<file path="config.mk">
export PLATFORM = sky130hd
export DESIGN_NAME = spi_slave_sync
export DESIGN_NICKNAME = d
export VERILOG_FILES = /design/src/rtl/spi_slave_sync.sv
export SDC_FILE = /design/constraint.sdc
export NUM_CORES = 1
export LEC_CHECK = 0
export ABC_AREA = 1
export CORE_ASPECT_RATIO = 0.9
export CORE_MARGIN = 10
export CORE_UTILIZATION = 45
export CTS_BUF_LIST = sky130_fd_sc_hd__clkbuf_8
export DETAILED_ROUTE_END_ITERATION = 8
export GPL_TIMING_DRIVEN = 0
export PLACE_DENSITY = 0.67
export RECOVER_POWER = 25
export SLEW_MARGIN = 25
export SYNTH_ARGS = -nofsm -noshare
export SYNTH_HDL_FRONTEND = slang
export SYNTH_SLANG_ARGS = --single-unit
</file>
<file path="constraint.sdc">
create_clock -name clock -period 8.9 [get_ports clock]
set_input_delay 2.225 -clock clock [delete_from_list [all_inputs] [get_ports clock]]
set_output_delay 2.225 -clock clock [all_outputs]
set_load 0.01 [all_outputs]
</file>
<file path="src/rtl/spi_slave_sync.sv">
// SPI register slave, fully synchronous to the fabric clock: sclk/cs/mosi are
// oversampled through synchronisers, with selectable CPOL/CPHA and a read handshake.
module spi_slave_sync #(
  parameter int unsigned ADRSIZE     = 8,
  parameter int unsigned DATASIZE    = 32,
  parameter bit          CPOL        = 1'b0,
  parameter bit          CPHA        = 1'b0,
  parameter int unsigned SYNC_STAGES = 2
) (
  input  logic                clock,
  input  logic                reset,
  input  logic                sclk,
  input  logic                cs,
  input  logic                mosi,
  output logic                miso,
  output logic                miso_oe,
  output logic [ADRSIZE-1:0]  adr,
  output logic [DATASIZE-1:0] data_wr,
  output logic                wr_en,
  output logic                rd_req,
  input  logic [DATASIZE-1:0] data_rd,
  input  logic                rd_valid,
  output logic                rd_miss,
  output logic                frame_err,
  output logic                busy
);

  localparam int unsigned N  = 1 + ADRSIZE + DATASIZE;
  localparam int unsigned CW = $clog2(N + 1);
  localparam logic [CW-1:0] LastAdr = CW'(ADRSIZE);
  localparam logic [CW-1:0] LastBit = CW'(N - 1);
  localparam logic [CW-1:0] CntOne  = CW'(1);

  typedef enum logic [2:0] {StIdle, StCmd, StAdr, StData, StWaitCs} state_e;

  // Synchronisers and edge detection
  logic [SYNC_STAGES-1:0] sclk_sync_q, cs_sync_q, mosi_sync_q;
  logic                   sclk_prev_q, cs_prev_q;
  logic                   sclk_lvl, cs_s, mosi_s;
  logic                   lead_edge, trail_edge, sample_edge, shift_edge;
  logic                   cs_fall, cs_rise;

  always_ff @(posedge clock or posedge reset) begin
    if (reset) begin
      sclk_sync_q <= '0;
      cs_sync_q   <= '0;
      mosi_sync_q <= '0;
      sclk_prev_q <= 1'b0;
      cs_prev_q   <= 1'b0;
    end else begin
      sclk_sync_q <= {sclk_sync_q[SYNC_STAGES-2:0], sclk};
      cs_sync_q   <= {cs_sync_q[SYNC_STAGES-2:0], cs};
      mosi_sync_q <= {mosi_sync_q[SYNC_STAGES-2:0], mosi};
      sclk_prev_q <= sclk_lvl;
      cs_prev_q   <= cs_s;
    end
  end

  assign sclk_lvl    = sclk_sync_q[SYNC_STAGES-1] ^ CPOL;
  assign cs_s        = cs_sync_q[SYNC_STAGES-1];
  assign mosi_s      = mosi_sync_q[SYNC_STAGES-1];
  assign lead_edge   = sclk_lvl & ~sclk_prev_q;
  assign trail_edge  = ~sclk_lvl & sclk_prev_q;
  assign sample_edge = CPHA ? trail_edge : lead_edge;
  assign shift_edge  = CPHA ? lead_edge : trail_edge;
  // cs_prev clears on reset, so a frame already running needs a fresh cs high/low
  assign cs_fall     = ~cs_s & cs_prev_q;
  assign cs_rise     = cs_s & ~cs_prev_q;

  // Frame state
  state_e              state_q, state_d;
  logic [CW-1:0]       bit_cnt_q, bit_cnt_d;
  logic                rw_q, rw_d;
  logic [ADRSIZE-1:0]  adr_sh_q, adr_sh_d;
  logic [DATASIZE-1:0] rx_sh_q, rx_sh_d;
  logic [DATASIZE-1:0] tx_sh_q, tx_sh_d;
  logic                tx_valid_q, tx_valid_d;
  logic                rd_pend_q, rd_pend_d;
  logic                first_shift_q, first_shift_d;
  logic                miso_q, miso_d;
  logic                miso_oe_q, miso_oe_d;
  logic [ADRSIZE-1:0]  adr_q, adr_d;
  logic [DATASIZE-1:0] data_wr_q, data_wr_d;
  logic                wr_en_q, wr_en_d;
  logic                rd_req_q, rd_req_d;
  logic                rd_miss_q, rd_miss_d;
  logic                frame_err_q, frame_err_d;

  always_ff @(posedge clock or posedge reset) begin
    if (reset) begin
      state_q       <= StIdle;
      bit_cnt_q     <= '0;
      rw_q          <= 1'b0;
      adr_sh_q      <= '0;
      rx_sh_q       <= '0;
      tx_sh_q       <= '0;
      tx_valid_q    <= 1'b0;
      rd_pend_q     <= 1'b0;
      first_shift_q <= 1'b0;
      miso_q        <= 1'b0;
      miso_oe_q     <= 1'b0;
      adr_q         <= '0;
      data_wr_q     <= '0;
      wr_en_q       <= 1'b0;
      rd_req_q      <= 1'b0;
      rd_miss_q     <= 1'b0;
      frame_err_q   <= 1'b0;
    end else begin
      state_q       <= state_d;
      bit_cnt_q     <= bit_cnt_d;
      rw_q          <= rw_d;
      adr_sh_q      <= adr_sh_d;
      rx_sh_q       <= rx_sh_d;
      tx_sh_q       <= tx_sh_d;
      tx_valid_q    <= tx_valid_d;
      rd_pend_q     <= rd_pend_d;
      first_shift_q <= first_shift_d;
      miso_q        <= miso_d;
      miso_oe_q     <= miso_oe_d;
      adr_q         <= adr_d;
      data_wr_q     <= data_wr_d;
      wr_en_q       <= wr_en_d;
      rd_req_q      <= rd_req_d;
      rd_miss_q     <= rd_miss_d;
      frame_err_q   <= frame_err_d;
    end
  end

  always_comb begin
    state_d       = state_q;
    bit_cnt_d     = bit_cnt_q;
    rw_d          = rw_q;
    adr_sh_d      = adr_sh_q;
    rx_sh_d       = rx_sh_q;
    tx_sh_d       = tx_sh_q;
    tx_valid_d    = tx_valid_q;
    rd_pend_d     = rd_pend_q;
    first_shift_d = first_shift_q;
    miso_d        = miso_q;
    miso_oe_d     = miso_oe_q;
    adr_d         = adr_q;
    data_wr_d     = data_wr_q;
    wr_en_d       = 1'b0;
    rd_req_d      = 1'b0;
    rd_miss_d     = 1'b0;
    frame_err_d   = 1'b0;

    // Register file answer is captured on the first valid beat only
    if (rd_pend_q && rd_valid) begin
      tx_sh_d    = data_rd;
      tx_valid_d = 1'b1;
      rd_pend_d  = 1'b0;
    end

    unique case (state_q)
      StIdle: begin
        miso_d     = 1'b0;
        miso_oe_d  = 1'b0;
        tx_valid_d = 1'b0;
        rd_pend_d  = 1'b0;
        if (cs_fall) begin
          state_d       = StCmd;
          bit_cnt_d     = '0;
          miso_oe_d     = 1'b1;
          first_shift_d = 1'b1;
        end
      end

      StCmd, StAdr, StData: begin
        // cs wins over a coincident sclk edge
        if (cs_rise) begin
          state_d     = StIdle;
          frame_err_d = (bit_cnt_q != '0);
          miso_d      = 1'b0;
          miso_oe_d   = 1'b0;
          rd_pend_d   = 1'b0;
          tx_valid_d  = 1'b0;
        end else begin
          if (sample_edge) begin
            bit_cnt_d = bit_cnt_q + CntOne;
            if (state_q == StCmd) begin
              rw_d    = mosi_s;
              state_d = StAdr;
            end else if (state_q == StAdr) begin
              adr_sh_d = ADRSIZE'({adr_sh_q, mosi_s});
              if (bit_cnt_q == LastAdr) begin
                adr_d     = adr_sh_d;
                rd_req_d  = rw_q;
                rd_pend_d = rw_q;
                state_d   = StData;
              end
            end else begin
              rx_sh_d = DATASIZE'({rx_sh_q, mosi_s});
              if (bit_cnt_q == LastBit) begin
                state_d = StWaitCs;
                if (!rw_q) begin
                  data_wr_d = rx_sh_d;
                  wr_en_d   = 1'b1;
                end
              end
            end
          end

          if (shift_edge && state_q == StData && rw_q) begin
            first_shift_d = 1'b0;
            if (tx_valid_q) begin
              miso_d  = tx_sh_q[DATASIZE-1];
              tx_sh_d = tx_sh_q << 1;
            end else if (rd_pend_q && rd_valid) begin
              miso_d     = data_rd[DATASIZE-1];
              tx_sh_d    = data_rd << 1;
              tx_valid_d = 1'b1;
              rd_pend_d  = 1'b0;
            end else begin
              // Too late: drop the request so a later rd_valid cannot load mid-word
              miso_d    = 1'b0;
              rd_pend_d = 1'b0;
              rd_miss_d = first_shift_q;
            end
          end
        end
      end

      StWaitCs: begin
        if (cs_rise) begin
          state_d    = StIdle;
          miso_d     = 1'b0;
          miso_oe_d  = 1'b0;
          tx_valid_d = 1'b0;
          rd_pend_d  = 1'b0;
        end
      end

      default: state_d = StIdle;
    endcase
  end

  assign miso      = miso_q;
  assign miso_oe   = miso_oe_q;
  assign adr       = adr_q;
  assign data_wr   = data_wr_q;
  assign wr_en     = wr_en_q;
  assign rd_req    = rd_req_q;
  assign rd_miss   = rd_miss_q;
  assign frame_err = frame_err_q;
  assign busy      = (state_q != StIdle);

endmodule

</file>
==> impl_metrics.yaml, run 1 <==
timing:
  finalMaxSlewViolations: 0
  fin_crit_sh_pct: 46.22
  tns_ns: 0
  hold_viol_final: 0
  fmax_ghz: 0.2431
  setup_viol: 0
  rsz0062_at_grt: "no"
  max_slew.worst_pin.slew_ns: 0.5831
  fin_skew_ns: 0.009492
  period_needed_ns: 4.113
  max_slew_margin_pct: 61.01
  hold_ws_ns: 0.3535
logic_synthesis:
  synth_area_leaders: "dfrtp_1 (50%), inv_1 (10%), nand2_1 (9.9%)"
  yosys.area_share.simple_pct: 24.18
  synth_seq_cells: 137
  ys_warn_count: 0
  ys_types: 31
  synth_top_area_share_pct: 49.66
  syn_area_per_cell_sq_um: 8.122
  synth_area_leader_cell: "dfrtp_1"
  synthAdderAreaFrac_pct: 0.3625
  synthesis.area_sq_um: 6904
  synth_xor_area_share_pct: 0.1269
  synth_mux_area_share_pct: 0
  synth-seq-area-share_pct: 49.66
  syn_inst: 850
  synth_compound_area_share_pct: 11.91
  synth_nets: 890
  synth_top_family_by_area: "simple AND/OR/NAND/NOR gates"
critical_path:
  ff2ff_path_depth: 9
  critPathMaxFanout: 7
  r2r_end: "data_wr[27]"
  arrival_ns: 1.89
  crit_required_ns: 6.68
  reg2reg_slack_ns: 6.57
  critPathCaptureType: "output pin"
  critical_path_class: "reg -> out"
  rr_startpoint: "bit_cnt_q[0]"
  critPathLaunchType: "flip-flop"
cells_and_area:
  final_area_sq_um: 8244
  final_nets: 994
  fillers: 1417
  layout_commonest_cell: "inv_1"
  fin_cells: 1164
  syn_to_final_growth_pct: 19.41
  final_util_pct: 55.44
  register_area_sq_um: 3428
  layout_common_cells: "inv_1 (189), nand2_1 (184), dfrtp_1 (137)"
  multi_input_area_sq_um: 2402
  antennaDiodeCount: 0
  drive_above_1_share_pct: 9.213
global_route:
  grt_pass1_vias: 5205
  overflow: 0
  grt_pass1_wl_um: 25690
  grt_max_degree: 86
  track_usage_pct: 15.33
  antenna_found_initial: 0
drt:
  drc: 0
  via_per_inst: 4.674
  vias: 5441
  dr.pass1.iters: 5
  ant_nets: 0
  drt_iter0_drc: 333
  wirelength_um: 15290
  wl_per_cell_um: 13.14
floorplan:
  std_cell_rows: 42
  start_util_pct: 46.42
  ios: 85
  dieArea_sq_um: 20700
  die_y_um: 137.5
  die_width_um: 150.6
  fp.coreArea_sq_um: 14870
clock_network:
  cts_max_level: 4
  cts_buffers: 17
  cts_buffer_depth: 2
  clk_latency_ns: 0.44
  cts_repair_resize_count: 0
  cts_tree: "done"
  cts-root-buf: "clkbuf_8"
  cts_sinks: 137
  path_clk_slew_ns: 0.07
  ctsHoldBuffers: 0
  postCtsSetupRepairBufs: 0
place:
  place_area_sq_um: 8028
  portBuffers: 84
  place_congestion: 0.8428
  dp.cells: 1133
  place_hpwl_um: 10730
power_and_ir_drop:
  ir_worst_vdd_uv: 102.6
  powerDensity_nw_per_um2: 204.3
  leakagePower_nw: 4.085
min_path:
  holdCritStartpoint: "cs_sync_q[0]"
  hold_depth: 0
  min_to: "cs_sync_q[1]"
  min_path_type: "reg -> reg"
flow_run:
  drv_cap: 0
outcome:
  status: "finished, final reports clean"
cell usage after synthesis (all sizes together):
master  count
a22oi       1
ha          2
o21ai     116
nand3      47
a21oi       7
nor4        1
inv       190
nor3        1
nor2       86
a31oi       1
clkbuf      9
buf        25
clkinv      1
nand3b     31
xor2        1
nand2     185
nand4       6
a41oi       1
dfrtp     137
o21bai      2
cell type report:
type / instances / area share, %
sequential: 137 / 41.58
tap: 198 / 3.005
clock buffer: 18 / 3.005
timing repair buffer: 85 / 10.53
clock inverter: 13 / 1.609
multi-input combinational: 488 / 29.14
buffer: 34 / 2.231
inverter: 191 / 8.894
critical path: stages, from the launching register on:
cell and delay, ns:
dfrtp_1 0.41, clkinvlp_2 0.26, nand2_1 0.22, clkdlybuf4s50_1 0.56
through the flow:
stage / power (mW) / setup WS (ns)
finish: 1.684 / 4.787
detailed placement: 1.217 / 4.797
global route: 1.814 / 4.658
global placement: 1.204 / 0.9572
CTS: 1.716 / 4.833
floorplan: 1.113 / 3.007
per-layer routing:
| layer | global-route usage (%) | wire [um] | vias to the layer above | share of wire (%) |
|---|---|---|---|---|
| li1 | - | - | 2784 | - |
| met3 | 6.068 | 1237 | 12 | 8.1 |
| met2 | 21.51 | 6552 | 123 | 43 |
| met5 | 0 | 0 | - | 0 |
| met4 | 3.776 | 84 | 0 | 0.55 |
| met1 | 21.54 | 7420 | 2522 | 49 |
state kept, by name, summed over array words and instances, names as in the netlist:
signal,cells
data_wr,32
tx_sh_q,32
rx_sh_q,31
adr,8
adr_sh_q,7
bit_cnt_q,6
state_q,3
cs_sync_q,2
mosi_sync_q,2
sclk_sync_q,2
cs_prev_q,1
first_shift_q,1
frame_err,1
miso,1
miso_oe,1
rd_miss,1
rd_pend_q,1
rd_req,1
rw_q,1
sclk_prev_q,1
tx_valid_q,1
wr_en,1
worst max path at each step:
stage                from     endpoint  slack, ns  cells past startpoint
3_5_place_dp     rd_valid  tx_sh_q[11]       4.80                      8
2_1_floorplan       reset       adr[0]       3.01                      1
6_report       state_q[2]         busy       4.79                      3
3_3_place_gp        reset  adr_sh_q[2]       0.96                      2
4_1_cts        state_q[0]         busy       4.83                      3
5_1_grt        state_q[2]         busy       4.66                      3
kinds of logic after synthesis:
logic type      count (synthesis)
xor+xnor                        1
compound gates                128
buf+inv                       225
simple gates                  357
fa+ha+maj                       2
flops                         137
report_power, final:
part | switching (mW) | internal, mW | leakage [nW]
combinational | 0.247 | 0.167 | 2.11
clock | 0.241 | 0.252 | 0.197
sequential | 0.0571 | 0.720 | 1.78
Power figures use the tool's default switching activity.
==> inputs of run 2 (changes only) <==
==> constraint.sdc (replaced) <==
create_clock -name clock -period 4 [get_ports clock]
set_input_delay 1 -clock clock [delete_from_list [all_inputs] [get_ports clock]]
set_output_delay 1 -clock clock [all_outputs]
set_load 0.01 [all_outputs]
==> impl_metrics.yaml, run 2 (synthesis results as in run 1) <==
clock_network:
  ctsHoldBuffers: 0
  cts_tree: "done"
  clk_latency_ns: 0.45
  cts-root-buf: "clkbuf_8"
  cts_max_level: 4
  cts_repair_resize_count: 0
  path_clk_slew_ns: 0.08
  cts_sinks: 137
  cts_buffer_depth: 2
  cts_buffers: 17
  postCtsSetupRepairBufs: 0
timing:
  rsz0062_at_grt: "no"
  period_needed_ns: 2.920
  fin_ws_ns: 1.080
  fmax_ghz: 0.3425
  max_slew_margin_pct: 12.35
  fin_crit_sh_pct: 72.99
  setup_viol: 0
  fin_skew_ns: 0.007452
  hold_viol_final: 0
  max_slew.worst_pin.slew_ns: 1.315
  finalMaxSlewViolations: 0
cells_and_area:
  layout_common_cells: "inv_1 (187), nand2_1 (184), dfrtp_1 (137)"
  syn_to_final_growth_pct: 21.91
  antennaDiodeCount: 0
  layout_commonest_cell: "inv_1"
  final_nets: 998
  drive_above_1_share_pct: 12.26
power_and_ir_drop:
  ir_worst_vdd_uv: 261.1
  finalPower_mw: 3.819
  leakagePower_nw: 4.166
  powerDensity_nw_per_um2: 453.7
outcome:
  status: "finished, final reports clean"
drt:
  vias: 5408
  ant_nets: 0
  wirelength_um: 15370
  wl_per_cell_um: 13.14
  drt_iter0_drc: 367
  via_per_inst: 4.626
  dr.pass1.iters: 5
  drc: 0
global_route:
  grt_pass1_vias: 5338
  top_usage_layer: "met2"
  grt_max_degree: 31
  antenna_found_initial: 0
  track_usage_pct: 15.38
  grt_pass1_wl_um: 25740
  overflow: 0
  met3_usage_pct: 5.707
  grt_util_met1_pct: 20.54
  met2_usage_pct: 22.66
floorplan:
  die_y_um: 137.5
  fp.coreArea_sq_um: 14870
  std_cell_rows: 42
  die_width_um: 150.6
  dieArea_sq_um: 20700
  ios: 85
  start_util_pct: 46.42
place:
  post-place-ws_ns: 1.180
  place_hpwl_um: 11070
  place_congestion: 0.8302
  portBuffers: 84
critical_path:
  critPathMaxFanout: 7
  critical_path_class: "reg -> out"
  critPathCaptureType: "output pin"
  crit_required_ns: 3.00
  critPathLaunchType: "flip-flop"
  arrival_ns: 1.92
flow_run:
  drv_cap: 0
min_path:
  min_path_type: "reg -> reg"
## run 2: changes by cell type in the layout (fill, tap and decap cells not counted), sizes merged
cell,before,now
buf,16,23
clkdlybuf4s50,84,80
dlygate4sd3,0,4
clkbuf,37,35
clkinv,8,6
clkinvlp,3,4
inv,191,192
## run 2: final cells by class
| type | instances | area, sq um |
|---|---|---|
| flip-flops and latches | 137 | 3428 |
| clock inverters | 13 | 145.1 |
| repair buffers | 89 | 908.4 |
| well taps | 198 | 247.7 |
| clock buffers | 19 | 261.5 |
| inverters | 191 | 726.9 |
| multi-input cells | 488 | 2484 |
| plain buffers | 34 | 215.2 |
| fillers | 1391 | 6455 |
## run 2: routing by layer
metal	wire, um	share of wire [%]
met3	1042	6.8
met1	7560	49
met2	6595	43
met5	0	0
met4	168	1.1
## run 2: final timing paths
| check | from | endpoint | slack, ns | cells past startpoint |
|---|---|---|---|---|
| hold / removal | sclk_sync_q[0] | sclk_sync_q[1] | 0.36 | 0 |
| setup reg to reg | state_q[0] | adr_sh_q[5] | 2.04 | 7 |
| setup / recovery | state_q[2] | busy | 1.08 | 3 |
| max in group asynchronous | reset | tx_sh_q[20] | 1.33 | 4 |
| min in group asynchronous | reset | wr_en | 1.07 | 2 |
| hold reg to reg | sclk_sync_q[0] | sclk_sync_q[1] | 0.36 | 0 |
## run 2: power by group
part / internal (mW) / switching, mW / total [mW]
clock: 0.593 / 0.563 / 1.16
sequential: 1.60 / 0.127 / 1.73
combinational: 0.377 / 0.557 / 0.934
## run 2: critical path: stages (launching register included)
cell and delay, ns:
dfrtp_1 0.41, clkinvlp_2 0.26, nand2_1 0.23, clkdlybuf4s50_1 0.57
## run 2: stage by stage
stage | cells | TNS, ns | hold WS, ns | utilization [%] | area, sq um
after floorplan | 850 | 0 | 0.3312 | - | 6908
after global placement | 1132 | -2.108 | 0.3341 | 53.77 | 7996
after detailed placement | 1137 | 0 | 0.3347 | 54.54 | 8112
after CTS | 1169 | 0 | 0.3602 | 57.28 | 8518
after global routing | 1169 | 0 | 0.3635 | 56.60 | 8417
final | 1169 | 0 | 0.3564 | 56.60 | 8417
